<file path="config.mk">
export PLATFORM = sky130hd
export DESIGN_NAME = regfile_wr_arbiter_flat
export DESIGN_NICKNAME = d
export VERILOG_FILES = /design/src/rtl/regfile_wr_arbiter_pkg.sv /design/src/rtl/regfile_wr_arbiter_if.sv /design/src/rtl/regfile_wr_arbiter_rr.sv /design/src/rtl/regfile_wr_arbiter.sv /design/src/flat_wrapper.sv
export SDC_FILE = /design/constraint.sdc
export NUM_CORES = 1
export LEC_CHECK = 0
export ABC_CLOCK_PERIOD_IN_PS = 1910
export BUFFER_PORTS_ARGS = -buffer_cell sky130_fd_sc_hd__buf_2
export CAP_MARGIN = 40
export CORE_MARGIN = 4
export CORE_UTILIZATION = 46
export CTS_BUF_LIST = sky130_fd_sc_hd__clkbuf_16
export CTS_CLUSTER_DIAMETER = 40
export DETAILED_ROUTE_END_ITERATION = 7
export PLACE_DENSITY = 0.79
export SETUP_SLACK_MARGIN = 0.3
export SYNTH_ARGS = -nofsm -noshare
export SYNTH_HDL_FRONTEND = slang
export SYNTH_HIERARCHICAL = 1
export SYNTH_SLANG_ARGS = --single-unit
</file>
<file path="constraint.sdc">
create_clock -name clk -period 1.91 [get_ports clk]
set_input_delay 0.382 -clock clk [delete_from_list [all_inputs] [get_ports clk]]
set_output_delay 0.382 -clock clk [all_outputs]
set_load 0.1 [all_outputs]
</file>
<file path="src/rtl/regfile_wr_arbiter_pkg.sv">
// Shared constants and helpers for the register-file write arbiter.
// Register 0 is hard-wired to zero, so the enable decoder never selects it.
package regfile_pkg;

  localparam int DW   = 32;
  localparam int AW   = 5;
  localparam int NREG = 1 << AW;

  function automatic logic [NREG-1:0] onehot_dec(input logic [AW-1:0] addr);
    logic [NREG-1:0] v;
    v = '0;
    if (addr != '0) v[addr] = 1'b1;
    return v;
  endfunction

endpackage

</file>
<file path="src/rtl/regfile_wr_arbiter_if.sv">
// Requester-side write bus: flattened per-requester valid/addr/data, one-hot ready, freeze.
// The master modport is the requester side; the slave modport is the arbiter side.
interface regfile_wr_arbiter_if
  import regfile_pkg::*;
#(
  parameter int NREQ = 2
);

  logic                hold;
  logic [NREQ-1:0]     req_valid;
  logic [NREQ*AW-1:0]  req_addr;
  logic [NREQ*DW-1:0]  req_data;
  logic [NREQ-1:0]     req_ready;

  modport master (
    output hold,
    output req_valid,
    output req_addr,
    output req_data,
    input  req_ready
  );

  modport slave (
    input  hold,
    input  req_valid,
    input  req_addr,
    input  req_data,
    output req_ready
  );

endinterface

</file>
<file path="src/rtl/regfile_wr_arbiter_rr.sv">
// Round-robin arbiter: combinational one-hot grant starting at the pointer,
// pointer moves to the requester after the one that just transferred.
module rr_arbiter #(
  parameter  int NREQ = 2,
  localparam int IW   = $clog2(NREQ)
) (
  input  logic            clk,
  input  logic            rst_n,
  input  logic [NREQ-1:0] i_req,
  input  logic            i_hold,
  input  logic            i_advance,
  output logic [NREQ-1:0] o_gnt,
  output logic [IW-1:0]   o_idx
);

  logic [IW-1:0] r_ptr;
  logic [IW-1:0] w_cand;
  logic          w_found;

  always_comb begin
    o_gnt   = '0;
    o_idx   = '0;
    w_found = 1'b0;
    w_cand  = '0;
    for (int k = 0; k < NREQ; k++) begin
      w_cand = IW'((int'(r_ptr) + k) % NREQ);
      if (!i_hold && !w_found && i_req[w_cand]) begin
        o_gnt[w_cand] = 1'b1;
        o_idx         = w_cand;
        w_found       = 1'b1;
      end
    end
  end

  always_ff @(posedge clk or negedge rst_n) begin
    if (!rst_n) begin
      r_ptr <= '0;
    end else if (i_advance) begin
      r_ptr <= (o_idx == IW'(NREQ - 1)) ? '0 : o_idx + IW'(1);
    end
  end

endmodule

</file>
<file path="src/rtl/regfile_wr_arbiter.sv">
// Shares the single register-file write port among NREQ writeback sources.
// Outputs update on the rising edge so the falling-edge register array sees stable inputs.
module regfile_wr_arbiter
  import regfile_pkg::*;
#(
  parameter  int NREQ = 2,
  parameter  int CNTW = 16,
  localparam int IW   = $clog2(NREQ)
) (
  input  logic                   clk,
  input  logic                   rst_n,
  regfile_wr_arbiter_if.slave    bus,
  output logic [NREG-1:0]        reg_en,
  output logic [DW-1:0]          reg_wdata,
  output logic [CNTW-1:0]        conf_cnt
);

  function automatic logic [CNTW-1:0] sat_inc(input logic [CNTW-1:0] v);
    return (&v) ? v : v + CNTW'(1);
  endfunction

  logic [NREQ-1:0] w_gnt;
  logic [IW-1:0]   w_idx;
  logic [NREQ-1:0] w_ready;
  logic            w_xfer;
  logic [AW-1:0]   w_addr_p0;
  logic [DW-1:0]   w_data_p0;
  logic            w_conflict;

  logic [NREG-1:0] r_en_p1;
  logic [DW-1:0]   r_wdata_p1;
  logic [CNTW-1:0] r_conf_cnt;

  rr_arbiter #(.NREQ(NREQ)) u_rr (
    .clk       (clk),
    .rst_n     (rst_n),
    .i_req     (bus.req_valid),
    .i_hold    (bus.hold),
    .i_advance (w_xfer),
    .o_gnt     (w_gnt),
    .o_idx     (w_idx)
  );

  // Ready is forced low during reset so nothing can appear to transfer.
  assign w_ready       = w_gnt & {NREQ{rst_n}};
  assign bus.req_ready = w_ready;
  assign w_xfer        = |w_ready;

  // p0: select the granted requester's slice
  assign w_addr_p0  = bus.req_addr[int'(w_idx)*AW +: AW];
  assign w_data_p0  = bus.req_data[int'(w_idx)*DW +: DW];
  assign w_conflict = !bus.hold && ($countones(bus.req_valid) > 1);

  // p1: write-stage register driving the register array
  always_ff @(posedge clk or negedge rst_n) begin
    if (!rst_n) begin
      r_en_p1    <= '0;
      r_wdata_p1 <= '0;
    end else if (w_xfer) begin
      r_en_p1    <= onehot_dec(w_addr_p0);
      r_wdata_p1 <= w_data_p0;
    end else begin
      r_en_p1    <= '0;
    end
  end

  always_ff @(posedge clk or negedge rst_n) begin
    if (!rst_n) begin
      r_conf_cnt <= '0;
    end else if (w_conflict) begin
      r_conf_cnt <= sat_inc(r_conf_cnt);
    end
  end

  assign reg_en    = r_en_p1;
  assign reg_wdata = r_wdata_p1;
  assign conf_cnt  = r_conf_cnt;

endmodule

</file>
<file path="src/flat_wrapper.sv">
// flat-port wrapper written by rule: the top's interface ports become plain ports
module regfile_wr_arbiter_flat import regfile_pkg::*;
#(
  parameter  int NREQ = 2,
  parameter  int CNTW = 16,
  localparam int IW   = $clog2(NREQ)
)
  (clk, rst_n, reg_en, reg_wdata, conf_cnt, bus_hold, bus_req_valid, bus_req_addr, bus_req_data, bus_req_ready);
  regfile_wr_arbiter_if #(.NREQ(NREQ)) bus_i ();
  input  logic clk;
  input  logic rst_n;
  output logic [NREG-1:0] reg_en;
  output logic [DW-1:0] reg_wdata;
  output logic [CNTW-1:0] conf_cnt;
  input wire logic [$bits(bus_i.hold)-1:0] bus_hold;
  input wire logic [$bits(bus_i.req_valid)-1:0] bus_req_valid;
  input wire logic [$bits(bus_i.req_addr)-1:0] bus_req_addr;
  input wire logic [$bits(bus_i.req_data)-1:0] bus_req_data;
  output wire logic [$bits(bus_i.req_ready)-1:0] bus_req_ready;
  assign bus_i.hold = bus_hold;
  assign bus_i.req_valid = bus_req_valid;
  assign bus_i.req_addr = bus_req_addr;
  assign bus_i.req_data = bus_req_data;
  assign bus_req_ready = bus_i.req_ready;
  regfile_wr_arbiter #(.NREQ(NREQ), .CNTW(CNTW)) u_core (.clk(clk), .rst_n(rst_n), .bus(bus_i), .reg_en(reg_en), .reg_wdata(reg_wdata), .conf_cnt(conf_cnt));
endmodule
</file>
==> results.md <==
- Area delta synth->final: 53.2%
- Final WL: 9.99 mm
- Syn nets: 402
- Hold Crit Class: in2async
- Max-cap check violation count: 0
- Final Slew Violations: 0
- Final core occ: 72.6%
- Final non-filler cell total: 611
- Gate Count Post-Synth: 322
- Fin Hold WS: 0.180 ns
- Root buffer cell: clkbuf_16
- Placement Setup Slack: 0.107 ns
- Die width: 94.7 microns
- Number of DRC markers in iteration 0: 114
- Fillcell total: 541
- Starting Density: 47.4%
- Io pins: 161
- Post-route ant nets: 0
- Clock power share: 28.5%
- Layout cell share with drive strength beyond 1: 52.5%
- Bufs and invs on worst path: 3
- Worst VDD drop: 0.738 mV
- 1st-pass router iterations: 4
- Seq/Total Area, Yosys: 58.7%
- Detailed Place HPWL: 6.74 mm
- Maximum clock insertion buffer count: 2
- Worst clock skew: 0.00897 ns
- Post-synth EDFFs: 0
- Max frequency: 576 MHz
- Combinational share of power: 39.9%
- Critical path, cell by cell: nand2b_4 -> and3_4 -> buf_4 -> o21ai_4 -> clkinvlp_4 -> buf_4 -> nor2_1 -> a41oi_2
- Top cells by area, synth: dfrtp_1, mux2i_1, nand2_1, o21ai_0, nor2_1
- Flop pwr share: 31.6%
- TritonCTS buffer count: 9
- CP endpoint kind: flop
- Setup TNS: 0 ns
- Via count: 3114
- Antenna Diode Count: 0
- Antenna violations before repair: 0
- Post-synth design cell area: 3460 sq um
- RSZ-0062 raised after global routing: true
- CP required: 2.10 ns
- Ys async rst share: 100%
- Top_reg_cell synth: dfrtp_1
- Synth Register Bits: 81
- Final setup viols: 0
- Post-layout min period: 1.74 ns
- First-pass GRT wire length: 14.4 mm
- R2R depth: 8
- Layout Nets: 587
- Final Cycle Share: 90.9%
- Share of the synthesized area in the top cell type: 58.7%
- Clock slew at reported path FFs: 0.06 ns
- Die Span Y: 94.7 microns
- Number of global-route vias before repair: 3078
- R2r setup slk: 0.17 ns
- Power per cell area: 1300 nW/um^2
- Pin count of the biggest net entering global routing: 65
- # clock sinks: 81
- Total GRT Usage: 20.7%
- Top Family by Delay on Critical Path: buffers and inverters
- Yosys warning count: 6
- Post-route DRC: 0
- Setup slack after layout: 0.174 ns
- Htree depth: 3
- Switching share of power: 44.7%
- Switch Pwr: 3.07 mW
- Worst EP arrival: 1.92 ns
- Drt via density: 5.10
- Internal power: 3.80 mW
- Routed WL per cell: 16.4 microns
- Slowest-stage cell, CP: dfrtp_1
- Post-Syn Area per Cell: 10.7 sq um
- Worst-skew pair later-pin latency: 0.33 ns
- Final hold violation count: 0
- I/O Buffers: 160
- Status: complete, no violations
- Global route total overflow: 0
- Most used cell, CP: buf_4
- Die area: 8960 sq um
- Num rows: 31
- Netlist cell types: 38
- Startpoint types: flop
- Placed insts: 576
- Max Fanout on Critical Path: 5
- Yosys top cell by area: dfrtp_1
- CTS tree: yes
- P_leak: 2.65 nW
- CP max stage delay: 0.39 ns
- Kind of critical path: reg2reg
- Routability cong.: 0.805
- Core footprint: 7290 sq um
[flip-flops by register name, indices dropped and copies added (netlist names), named ones only]
name / cells
u_core/conf_cnt: 16
u_core/reg_en: 32
u_core/reg_wdata: 32
[power by group through the flow]
stage | Clock [mW] | Combinational, mW | Sequential (mW)
finish | 1.96 | 2.74 | 2.17
global route | 2.07 | 2.86 | 2.20
CTS | 1.99 | 2.58 | 2.18
detailed placement | 0 | 2.53 | 2.20
global placement | 0 | 2.50 | 2.19
floorplan | 0 | 0.363 | 3.85
[worst register-to-register path: cells and delay by family (launching register included)]
| kind | cells | cell delay [ns] |
|---|---|---|
| flops | 1 | 0.39 |
| compound gates | 2 | 0.23 |
| simple gates | 3 | 0.43 |
| buf+inv | 3 | 0.55 |
[metrics by stage]
step / power, mW / cell area [sq um]
after floorplan: 4.21 / 3540
after global placement: 4.69 / 4540
after detailed placement: 4.73 / 4540
after CTS: 6.76 / 5000
after global routing: 7.13 / 5300
final: 6.87 / 5300
[metal layers]
| layer | track usage (%) | vias up | part of all wire, % |
|---|---|---|---|
| met5 | 0 | - | 0 |
| met4 | 6.97 | 0 | 1.7 |
| met3 | 5.42 | 15 | 6.9 |
| met2 | 35.5 | 119 | 51 |
| met1 | 25.2 | 1512 | 40 |
| li1 | - | 1468 | - |
[area by class of cell]
class                   count  area (sq um)  area share (%)
well taps                  99           124            2.34
clock buffers               9           225            4.25
inverters                   6          26.3           0.496
flip-flops and latches     81          2090            39.4
repair buffers            184          1060            20.1
clock inverters             7           119            2.24
multi-input cells         225          1650            31.1
[timing repair]
item | in CTS | in global routing
pin swaps | 2 | 8
buffers inserted | 6 | 10
gates resized for setup | 13 | 52
endpoints found under the hold margin | 9 | 0
setup endpoints to repair | 54 | 84
gates cloned | 0 | 2
hold buffers | 1 | 0
[how the worst max path moves through the flow]
stage	from	end	slack, ns	depth (start not counted)
floorplan	u_core/conf_cnt[13]	u_core/conf_cnt[1]	0.003	4
global placement	bus_req_valid[0]	u_core/reg_en[12]	0.16	6
detailed placement	bus_req_valid[0]	u_core/reg_en[11]	0.11	7
CTS	flop	bus_req_ready[1]	0.16	4
global route	flop	flop	0.12	8
finish	flop	flop	0.17	8
[cells in the mapped netlist, drive strengths merged (2+ instances only)]
| cell | instances |
|---|---|
| clkbuf | 9 |
| o21ai | 39 |
| buf | 3 |
| and2 | 3 |
| nor4 | 4 |
| nand3 | 6 |
| nand3b | 2 |
| mux2 | 2 |
| nor3 | 7 |
| nand2b | 3 |
| nand4 | 5 |
| inv | 6 |
| and3 | 3 |
| o32ai | 4 |
| nand2 | 52 |
| nor2 | 37 |
| mux2i | 33 |
| dfrtp | 81 |
| xnor2 | 2 |
| xor2 | 10 |
[placed cells by master (no fill, tap or decap), types with 2 or more instances in the layout]
cell / synthesis / routed
o32ai_2: 0 / 2
dfrtp_1: 81 / 65
nor3_1: 5 / 3
inv_1: 6 / 5
nand2_1: 52 / 45
buf_4: 0 / 22
nand3b_1: 2 / 2
clkinv_4: 0 / 2
nand3_1: 6 / 4
nor3_2: 2 / 3
nor2_2: 1 / 9
buf_2: 3 / 149
nand2_8: 0 / 2
and2_4: 0 / 2
buf_12: 0 / 4
clkbuf_4: 0 / 7
o32ai_4: 0 / 2
bufinv_16: 0 / 3
xnor2_1: 2 / 2
nor2_1: 36 / 28
nand4_1: 4 / 4
and3_4: 0 / 5
o21ai_1: 1 / 4
o21ai_2: 0 / 2
clkbuf_16: 0 / 9
clkinvlp_4: 0 / 2
nand2_2: 0 / 4
dfrtp_4: 0 / 16
o21ai_0: 38 / 32
mux2i_1: 33 / 32
nor4_2: 0 / 2
nand2b_4: 1 / 2
xor2_1: 10 / 9
[logic make-up after synthesis]
| logic type | count (synthesis) | synth area share [%] |
|---|---|---|
| other | 1 | 0.109 |
| muxes | 35 | 10.2 |
| and+or+nand+nor | 127 | 17.9 |
| buffers and inverters | 18 | 2.06 |
| DFF | 81 | 58.7 |
| adders and majority gates | 1 | 0.362 |
| AOI/OAI and AO/OA | 47 | 7.68 |
| xor gates and xnor gates | 12 | 3.04 |
Note: power is estimated with default switching activity, not from simulation.
